File: config.mk
export PLATFORM = sky130hd
export DESIGN_NAME = map_access_scheduler
export DESIGN_NICKNAME = d
export VERILOG_FILES = /design/src/rtl/map_access_scheduler.sv
export SDC_FILE = /design/constraint.sdc
export NUM_CORES = 1
export LEC_CHECK = 0
export CAP_MARGIN = 10
export CORE_ASPECT_RATIO = 0.6
export CORE_UTILIZATION = 30
export DETAILED_ROUTE_END_ITERATION = 10
export PLACE_DENSITY = 0.72
export SYNTH_ARGS = -nofsm -noshare
export SYNTH_HDL_FRONTEND = slang
export SYNTH_SLANG_ARGS = --single-unit
File: constraint.sdc
create_clock -name clock_50 -period 1.4 [get_ports clock_50]
set_input_delay 0.28 -clock clock_50 [delete_from_list [all_inputs] [get_ports clock_50]]
set_output_delay 0.28 -clock clock_50 [all_outputs]
set_load 0.01 [all_outputs]
File: src/rtl/map_access_scheduler.sv
// Single-port map RAM scheduler: display > robot side (write/sensor round-robin), fixed 2-cycle read latency.
// Optional starvation override of display enabled by defining MAP_ARB_STARVE_GUARD_EN.
module map_access_scheduler #(
  parameter int ADDR_W     = 9,
  parameter int DATA_W     = 4,
  parameter int STARVE_MAX = 8
) (
  input  logic              clock_50,
  input  logic              reset_flag,
  input  logic              disp_req,
  input  logic [ADDR_W-1:0] disp_addr,
  output logic              disp_gnt,
  output logic [DATA_W-1:0] disp_data,
  output logic              disp_valid,
  output logic              disp_miss,
  input  logic              sens_req,
  input  logic [ADDR_W-1:0] sens_addr,
  output logic              sens_gnt,
  output logic [DATA_W-1:0] sens_data,
  output logic              sens_valid,
  input  logic              wr_req,
  input  logic [ADDR_W-1:0] wr_addr,
  input  logic [DATA_W-1:0] wr_data,
  output logic              wr_gnt,
  output logic              mem_en,
  output logic              mem_we,
  output logic [ADDR_W-1:0] mem_addr,
  output logic [DATA_W-1:0] mem_wdata,
  input  logic [DATA_W-1:0] mem_rdata,
  output logic              busy
);

  localparam int STAGES = 2;

  typedef struct packed {
    logic disp;
    logic sens;
  } rd_tag_t;

  if (STARVE_MAX < 1) begin : g_cfg_check
    $error("STARVE_MAX must be at least 1");
  end

  rd_tag_t               rd_s0;
  rd_tag_t [STAGES:1]    vld_pipe;
  logic                  rr_wr;        // 1: write wins a robot-side tie
  logic                  starve_ovr;
  logic                  robot_req;
  logic                  pick_wr;

`ifdef MAP_ARB_STARVE_GUARD_EN
  localparam int CNT_W = $clog2(STARVE_MAX + 1);
  localparam logic [CNT_W-1:0] STARVE_LIM = CNT_W'(STARVE_MAX);
  logic [CNT_W-1:0] starve_cnt;

  assign starve_ovr = (starve_cnt >= STARVE_LIM);

  always_ff @(posedge clock_50 or posedge reset_flag) begin
    if (reset_flag)               starve_cnt <= '0;
    else if (wr_gnt || sens_gnt)  starve_cnt <= '0;
    else if (robot_req && !starve_ovr) starve_cnt <= starve_cnt + 1'b1;
  end
`else
  assign starve_ovr = 1'b0;
`endif

  assign robot_req = wr_req | sens_req;
  assign pick_wr   = wr_req & (~sens_req | rr_wr);

  always_comb begin
    disp_gnt = 1'b0;
    sens_gnt = 1'b0;
    wr_gnt   = 1'b0;
    if (!reset_flag) begin
      if (disp_req && !starve_ovr) begin
        disp_gnt = 1'b1;
      end else if (robot_req) begin
        wr_gnt   = pick_wr;
        sens_gnt = ~pick_wr;
      end
    end
  end

  assign rd_s0 = '{disp: disp_gnt, sens: sens_gnt};

  always_ff @(posedge clock_50 or posedge reset_flag) begin
    if (reset_flag) begin
      mem_en    <= 1'b0;
      mem_we    <= 1'b0;
      mem_addr  <= '0;
      mem_wdata <= '0;
      rr_wr     <= 1'b1;
      vld_pipe  <= '0;
      disp_miss <= 1'b0;
    end else begin
      mem_en    <= disp_gnt | sens_gnt | wr_gnt;
      mem_we    <= wr_gnt;
      if (disp_gnt)      mem_addr <= disp_addr;
      else if (wr_gnt)   mem_addr <= wr_addr;
      else if (sens_gnt) mem_addr <= sens_addr;
      if (wr_gnt) mem_wdata <= wr_data;
      if (wr_gnt || sens_gnt) rr_wr <= sens_gnt;
      vld_pipe  <= {vld_pipe[STAGES-1:1], rd_s0};
      disp_miss <= disp_req & ~disp_gnt;
    end
  end

  // RAM output is live during the last pipeline stage, so results are steered combinationally
  assign disp_valid = vld_pipe[STAGES].disp;
  assign sens_valid = vld_pipe[STAGES].sens;
  assign disp_data  = disp_valid ? mem_rdata : '0;
  assign sens_data  = sens_valid ? mem_rdata : '0;
  assign busy       = disp_req | sens_req | wr_req | (|vld_pipe);

endmodule

* Word-level counts from Yosys, hierarchy flattened
Index checks and enable logic that the tools add are counted.
** Cells by class
- Muxes and demuxes :: 13
- Bitwise gates (word level) :: 12
- Reduce and logical (&&, ||, !) cells :: 3
** Operators by type and width (number)
- 9-bit two-way mux :: 3
- 1-bit two-way mux :: 8
- 4-bit two-way mux :: 2
- 1-bit OR :: 7
- 4-bit OR reduction :: 1
- 1-bit inverter :: 3
- 3-bit nonzero test :: 1
- 1-bit AND :: 2
- 1-bit logical OR :: 1
** Word-level totals
- Register bits :: 21
- Input port bits :: 40
- Output and inout bits :: 30
- Logic and storage cells :: 38

* Logic depth before layout (Yosys ltp)
Gate-level depths: netlist (run 1).
- Depth after elaboration :: 10
- Gate-level depth with buffers :: 6
- Depth with buffers taken out :: 5

* Worst setup path before layout (run 1)
Ideal clock, no wire load.
- Path kind :: input to output
- Start point :: input reset_flag
- End point :: output disp_gnt
- Arrival time :: 1.233 ns
- Data required time :: 1.120 ns
- Setup slack :: -0.113 ns
- Stages on the path :: 3
- Buffers on the path :: 0
- Cell sequence :: inv_1 > nand2_1 > inv_1
** On the way
- Longest elaborated chain between the ends :: 1
** Ends and longest elaborated chain
- start, declared :: RTL line 9 : input logic reset_flag,
- 1-bit two-way mux :: RTL line 74 : if (!reset_flag) begin
- end, declared :: RTL line 12 : output logic disp_gnt,
No other way between the ends.

* Worst setup path after layout (run 1)
- Start point :: register rr_wr
- End point :: output wr_gnt
** On the way
- Longest elaborated chain between the ends :: 5
** Ends and longest elaborated chain
- start, declared :: RTL line 46 : logic rr_wr;
- start signal, assigned :: RTL line 102 : if (wr_gnt || sens_gnt) rr_wr <= sens_gnt;
- 1-bit OR :: RTL line 68 : assign pick_wr = wr_req & (~sens_req | rr_wr);
- 1-bit AND :: RTL line 68
- 1-bit two-way mux :: RTL line 77 : end else if (robot_req) begin
- 1-bit two-way mux :: RTL line 75 : if (disp_req && !starve_ovr) begin
- 1-bit two-way mux :: RTL line 74
- end, declared :: RTL line 24 : output logic wr_gnt,
No other way between the ends.

==> metrics.txt, run 1 <==
DIE HEIGHT 47.93 um; total die area ~3800 um^2; Routed WL about 3.3 mm; Max Fclk about 670 MHz; Slew @ Worst Pin approximately 0.28 ns; clk_skew 0.004888 ns; sequential share of the synthesized area roughly half; R2R cell count 6; r2r setup slk ~0.07 ns; area grow syn2layout 82.32%; non-filler cells, final between 200 and 250; Final Wtd Congestion a little under 0.7; Site Rows 16; count of cell types in the netlist 21; Reg-to-Reg End mem_addr[1]$_DFFE_PP0P_; initial DRC count 49; vias 1106; Pins Over Slew Limit 0; largest net degree at the start of global routing 22; CTS max path bufs 2; Buf/Inv on CP 2; wire length per cell about 15 um; diodes inserted 0; fin crit period between 1 and 1.5 ns; hpwl dp about 2.5 mm; Final period util 106.3%; drt pass-1 iters 4; outcome complete, but fails checks; critical path arrival about 1.2 ns; share of layout cells above drive strength 1 between 30% and 40%; post-route DRC violation count 0; Max Fanout on Critical Path 2; Die W 78.55 um; post-route antenna net violation count 0; YS warnings 0; Setup CP Type reg -> out; CTS root buf clkbuf_8; Cell Area, Synth 1055 um^2; Final Hold Vio Count 0; I/O pin count 70; worst hold path type in -> async; Worst-Skew Late Latency 0.26 ns; number of max-cap violations 0; delay-heaviest family, CP flip-flops; RR Startpoint rr_wr$_DFFE_PP1P_; Syn Nets 139; GRT Resource Usage Total approximately 18%; LEAKAGE between 0.9 and 1 nW; CTS Hold Bufs 0; max incr delay on CP roughly 0.55 ns; Startpoint Class flop; initial antenna violation count 0; Vias/cell 4.872; worst path cell trace nand2b_4, nand3_4, inv_4, buf_6; CTS clock-pin slew for the worst setup and hold paths approximately 0.08 ns; number of synthesized register bits 21; Critical Path End Type primary output; RSZ-0062 raised after global routing yes; CP max-delay cell dfstp_2; H-tree level count 1; cells after synthesis 99; grt ovf 0; first-pass GRT wire length between 5 and 6 mm; Rel. slew slack between 80% and 90%; Setup Viol. Count Final 3; nets@finish 223; I/O Buffers 69; CTS Buf Count 3; vias in the first global route between 1000 and 1500; pwr dens ~880 nW/um^2; failing checks setup timing; DP Cell Count 223; Core Region about 3300 um^2; final worst slack -0.08814 ns; Mean Syn Cell Area roughly 11 um^2; Initial Utilization 31.93%; CTS tree done; CTS sink cnt 21; CP Data Required Time 1.12 ns; Peak supply drop ~0.00041 V; Finished Core Util 58.22%
Yosys cell counts, drive strengths merged:
cell type / count / area [um^2]
or2: 1 / 6.260
nand2: 25 / 93.84
nand3: 1 / 10.01
inv: 4 / 20.02
buf: 4 / 31.27
nand2b: 1 / 6.260
a221oi: 9 / 135.1
dfstp: 1 / 26.28
nor2: 1 / 3.750
or3b: 1 / 8.760
nor4: 1 / 6.260
nor3: 1 / 5.000
o22ai: 9 / 56.30
dfrtp: 20 / 500.5
and2: 9 / 56.30
o21ai: 1 / 5.000
a21oi: 10 / 83.83
power breakdown:
| part | internal (W) | switching (W) |
|---|---|---|
| Combinational | 0.000302 | 0.000250 |
| Clock | 0.000198 | 0.000200 |
| Sequential | 0.000692 | 0.0000421 |
| Total | 0.00119 | 0.000492 |
cell type report:
class,instances,area (um^2)
Clock buffer,3,41.29
Sequential cell,21,526.8
Tap cell,45,56.30
Fill cell,289,1380
Multi-Input combinational cell,70,520.5
Inverter,4,23.77
Clock inverter,1,5.005
Timing Repair Buffer,83,749.5
per-layer routing:
layer	vias to the layer above	GRT usage [%]	wire length [um]
li1	520	-	-
met1	522	21.68	1353
met2	55	33.39	1616
met3	9	4.762	258
met4	0	8.148	78
met5	-	0	0
cells by family after synthesis:
family	after synthesis	share of synthesized area (%)
compound gates	29	26.57
buf+inv	8	4.863
flops	21	49.94
simple gates	41	18.62
per-stage QoR:
| step | hold slack [ns] | worst slack, ns | total power, W | area, um^2 | setup TNS, ns |
|---|---|---|---|---|---|
| finish | 0.2941 | -0.08814 | 0.001685 | 1923 | -0.1221 |
| global route | 0.3251 | -0.1216 | 0.001787 | 1923 | -0.2951 |
| CTS | 0.2993 | -0.1337 | 0.001693 | 1916 | -0.2008 |
| detailed placement | 0.3627 | -0.6130 | 0.001338 | 1892 | -9.917 |
| global placement | 0.3619 | -0.5588 | 0.001321 | 1892 | -8.869 |
| floorplan | 0.1428 | 0.07014 | 0.0009671 | 1059 | 0 |
worst register-to-register path, stage by stage (launching register included):
cell      delay [ns]
dfstp_2         0.55
nand2b_4        0.13
nand3_4         0.09
inv_4           0.08
buf_6           0.18
a221oi_2        0.09
a21oi_2         0.13
flip-flops by register name, summed over array words and instances (netlist names):
name        cells
mem_en          1
disp_miss       1
rr_wr           1
sens_valid      1
vld_pipe        2
mem_wdata       4
mem_we          1
disp_valid      1
mem_addr        9
layout by cell type (no fill, tap or decap), types with 9 or more instances in the layout:
cell type / synthesis / layout
a221oi_2: 9 / 9
and2_1: 9 / 9
a21oi_2: 9 / 10
o22ai_1: 9 / 9
dfrtp_1: 20 / 20
buf_4: 0 / 9
clkdlybuf4s50_1: 0 / 35
nand2_1: 25 / 24
dlygate4sd2_1: 0 / 19
buf_2: 1 / 10
worst max path at each step:
| stage | cells past startpoint | startpoint | to |
|---|---|---|---|
| after floorplan | 3 | reset_flag | disp_gnt |
| after global placement | 5 | disp_req | busy |
| after detailed placement | 5 | disp_req | busy |
| after CTS | 3 | sens_valid$_DFF_PP0_ | busy |
| after global routing | 3 | vld_pipe[0]$_DFF_PP0_ | busy |
| final | 4 | rr_wr$_DFFE_PP1P_ | wr_gnt |
timing repair:
action	4_1_cts	5_1_grt
setup endpoints to repair	39	18
setup buffers	1	0
pin swaps	0	3
gates resized for setup	76	10
endpoints found under the hold margin	0	0
(Power assumes the default switching activity.)
==> inputs of run 2 (changes only) <==
--- a/config.mk
+++ b/config.mk
@@ -9,7 +9,7 @@
 export CORE_ASPECT_RATIO = 0.6
 export CORE_UTILIZATION = 30
 export DETAILED_ROUTE_END_ITERATION = 10
-export PLACE_DENSITY = 0.72
+export PLACE_DENSITY_LB_ADDON = 0.08
 export SYNTH_ARGS = -nofsm -noshare
 export SYNTH_HDL_FRONTEND = slang
 export SYNTH_SLANG_ARGS = --single-unit
==> metrics.txt, run 2 (same netlist as run 1, synthesis figures left out) <==
Final period util 107.1% (was 106.3%); nets@finish 227 (was 223); final worst slack -0.09876 ns (was -0.08814 ns); post-route antenna net violation count 0 (unchanged); LEAKAGE 0.9163 nW (was 0.9010 nW); Worst-Skew Late Latency 0.26 ns (about the same); CTS tree done (unchanged); Fillers 291 (was 289); max FFs per register 9 (unchanged); area grow syn2layout 87.19% (was 82.32%); most frequent cells in the layout clkdlybuf4s50_1, nand2_1, dfrtp_1, dlygate4sd2_1, buf_4 (was clkdlybuf4s50_1, nand2_1, dfrtp_1, dlygate4sd2_1); critical path arrival 1.22 ns (was 1.21 ns); grt ovf 0 (unchanged); CP max-delay cell dfrtp_1 (was dfstp_2); hpwl dp 2.393 mm (was 2.502 mm); wire length per cell 14.47 um (was 14.56 um); diodes inserted 0 (unchanged); first-pass GRT wire length 4.843 mm (was 5.002 mm); Site Rows 16 (unchanged); Core Region 3303 um^2 (unchanged); fin crit period 1.499 ns (was 1.488 ns); pwr dens 869.5 nW/um^2 (was 876.0 nW/um^2); Final Hold Vio Count 0 (unchanged); Vias/cell 4.649 (was 4.872); failing checks setup timing (unchanged); Finished Core Util 59.77% (was 58.22%); clk_skew 0.001104 ns (was 0.004888 ns); I/O Buffers 69 (unchanged); CP Data Required Time 1.12 ns (about the same); largest net degree at the start of global routing 22 (unchanged); Die W 78.55 um (unchanged); initial DRC count 54 (was 49); setup tns final -0.1853 ns (was -0.1221 ns); vias 1074 (was 1106); post-route DRC violation count 0 (unchanged); GRT Resource Usage Total 17.68% (was 18.43%); CTS clock-pin slew for the worst setup and hold paths 0.08 ns (about the same); Critical Path End Type primary output (unchanged); Routed WL 3.342 mm (was 3.306 mm); share of layout cells above drive strength 1 34.41% (was 33.52%); CTS Buf Count 3 (unchanged); Peak supply drop 0.0005685 V (was 0.0004089 V); drt pass-1 iters 4 (unchanged); biggest regs mem_addr: 9 flops, mem_wdata: 4 flops, vld_pipe: 2 flops (unchanged); total die area 3765 um^2 (unchanged); CTS root buf clkbuf_8 (unchanged); RSZ-0062 raised after global routing yes (unchanged); Max Fclk 667.2 MHz (was 672.0 MHz); Startpoint Class flop (unchanged); max incr delay on CP 0.40 ns (was 0.55 ns); Slew @ Worst Pin 0.2771 ns (was 0.2809 ns); number of max-cap violations 0 (unchanged); Setup Viol. Count Final 2 (was 3); Final Wtd Congestion 0.7434 (was 0.6897); H-tree level count 1 (unchanged); Largest Register mem_addr (unchanged); I/O pin count 70 (unchanged); outcome complete, but fails checks (unchanged); worst hold path type in -> async (unchanged); CTS sink cnt 21 (unchanged); CTS max path bufs 2 (unchanged); Rel. slew slack 81.52% (was 81.27%); worst path cell trace buf_6, nor4_4, nand2_1, buf_2 (was nand2b_4, nand3_4, inv_4, buf_6); Max Fanout on Critical Path 2 (unchanged); initial antenna violation count 0 (unchanged); DIE HEIGHT 47.93 um (unchanged); Pins Over Slew Limit 0 (unchanged); Setup CP Type reg -> out (unchanged); most common cell after layout, fill and taps aside clkdlybuf4s50_1 (unchanged); Initial Utilization 31.93% (unchanged); vias in the first global route 1021 (was 1028)
## run 2: critical path, delay by kind of cell, from the launching register on
kind	cells	cell delay, ns
buf+inv	2	0.26
flops	1	0.40
simple gates	2	0.29
## run 2: power breakdown
part,internal [W],switching (W)
Combinational,0.000322,0.000256
Sequential,0.000692,0.0000426
Clock,0.000199,0.000205
Total,0.00121,0.000505
## run 2: worst paths after layout
path | start | depth (start not counted) | end | slack (ns)
hold reg to reg | vld_pipe[1]$_DFF_PP0_ | 0 | disp_valid$_DFF_PP0_ | 0.44
hold / removal | reset_flag | 4 | mem_addr[8]$_DFFE_PP0P_ | 0.21
min in group clock_50 | reset_flag | 3 | disp_miss$_DFF_PP0_ | 0.43
setup / recovery | sens_valid$_DFF_PP0_ | 4 | busy | -0.1
setup reg to reg | rr_wr$_DFFE_PP1P_ | 7 | mem_addr[6]$_DFFE_PP0P_ | 0.01
max in group asynchronous | reset_flag | 4 | rr_wr$_DFFE_PP1P_ | 0.92
## run 2: routing by layer
metal | vias to the layer above | track usage, % | routed length [um]
met5 | - | 0 | 0
met4 | 0 | 4.074 | 23
met3 | 4 | 6.667 | 301
met2 | 47 | 29.57 | 1518
met1 | 493 | 22.36 | 1499
li1 | 530 | - | -
## run 2: layout make-up
cell class / count / area [um^2] / share of cell area, %
clock inverters: 1 / 5.005 / 0.2535
repair buffers: 87 / 785.8 / 39.80
inverters: 4 / 23.77 / 1.204
well taps: 45 / 56.30 / 2.852
clock buffers: 3 / 41.29 / 2.091
flip-flops and latches: 21 / 526.8 / 26.68
multi-input cells: 70 / 535.5 / 27.12
## run 2: what timing repair did
action / in CTS / in global routing
endpoints found under the setup margin: 39 / 7
hold buffers: 0 / 0
buffers inserted: 2 / 4
pin swaps: 3 / 5
gates resized for setup: 78 / 15
cloned: 0 / 0
## run 2: metrics by stage
stage | worst slack (ns) | cells | area, um^2 | hold slack [ns] | total power (W)
6_report | -0.09876 | 231 | 1974 | 0.2070 | 0.001717
5_1_grt | -0.1552 | 231 | 1974 | 0.2351 | 0.001817
4_1_cts | -0.09993 | 228 | 1897 | 0.2970 | 0.001682
3_5_place_dp | -0.6328 | 222 | 1872 | 0.3689 | 0.001326
3_3_place_gp | -0.5707 | 222 | 1872 | 0.3673 | 0.001318
2_1_floorplan | 0.07014 | 99 | 1059 | 0.1428 | 0.0009671
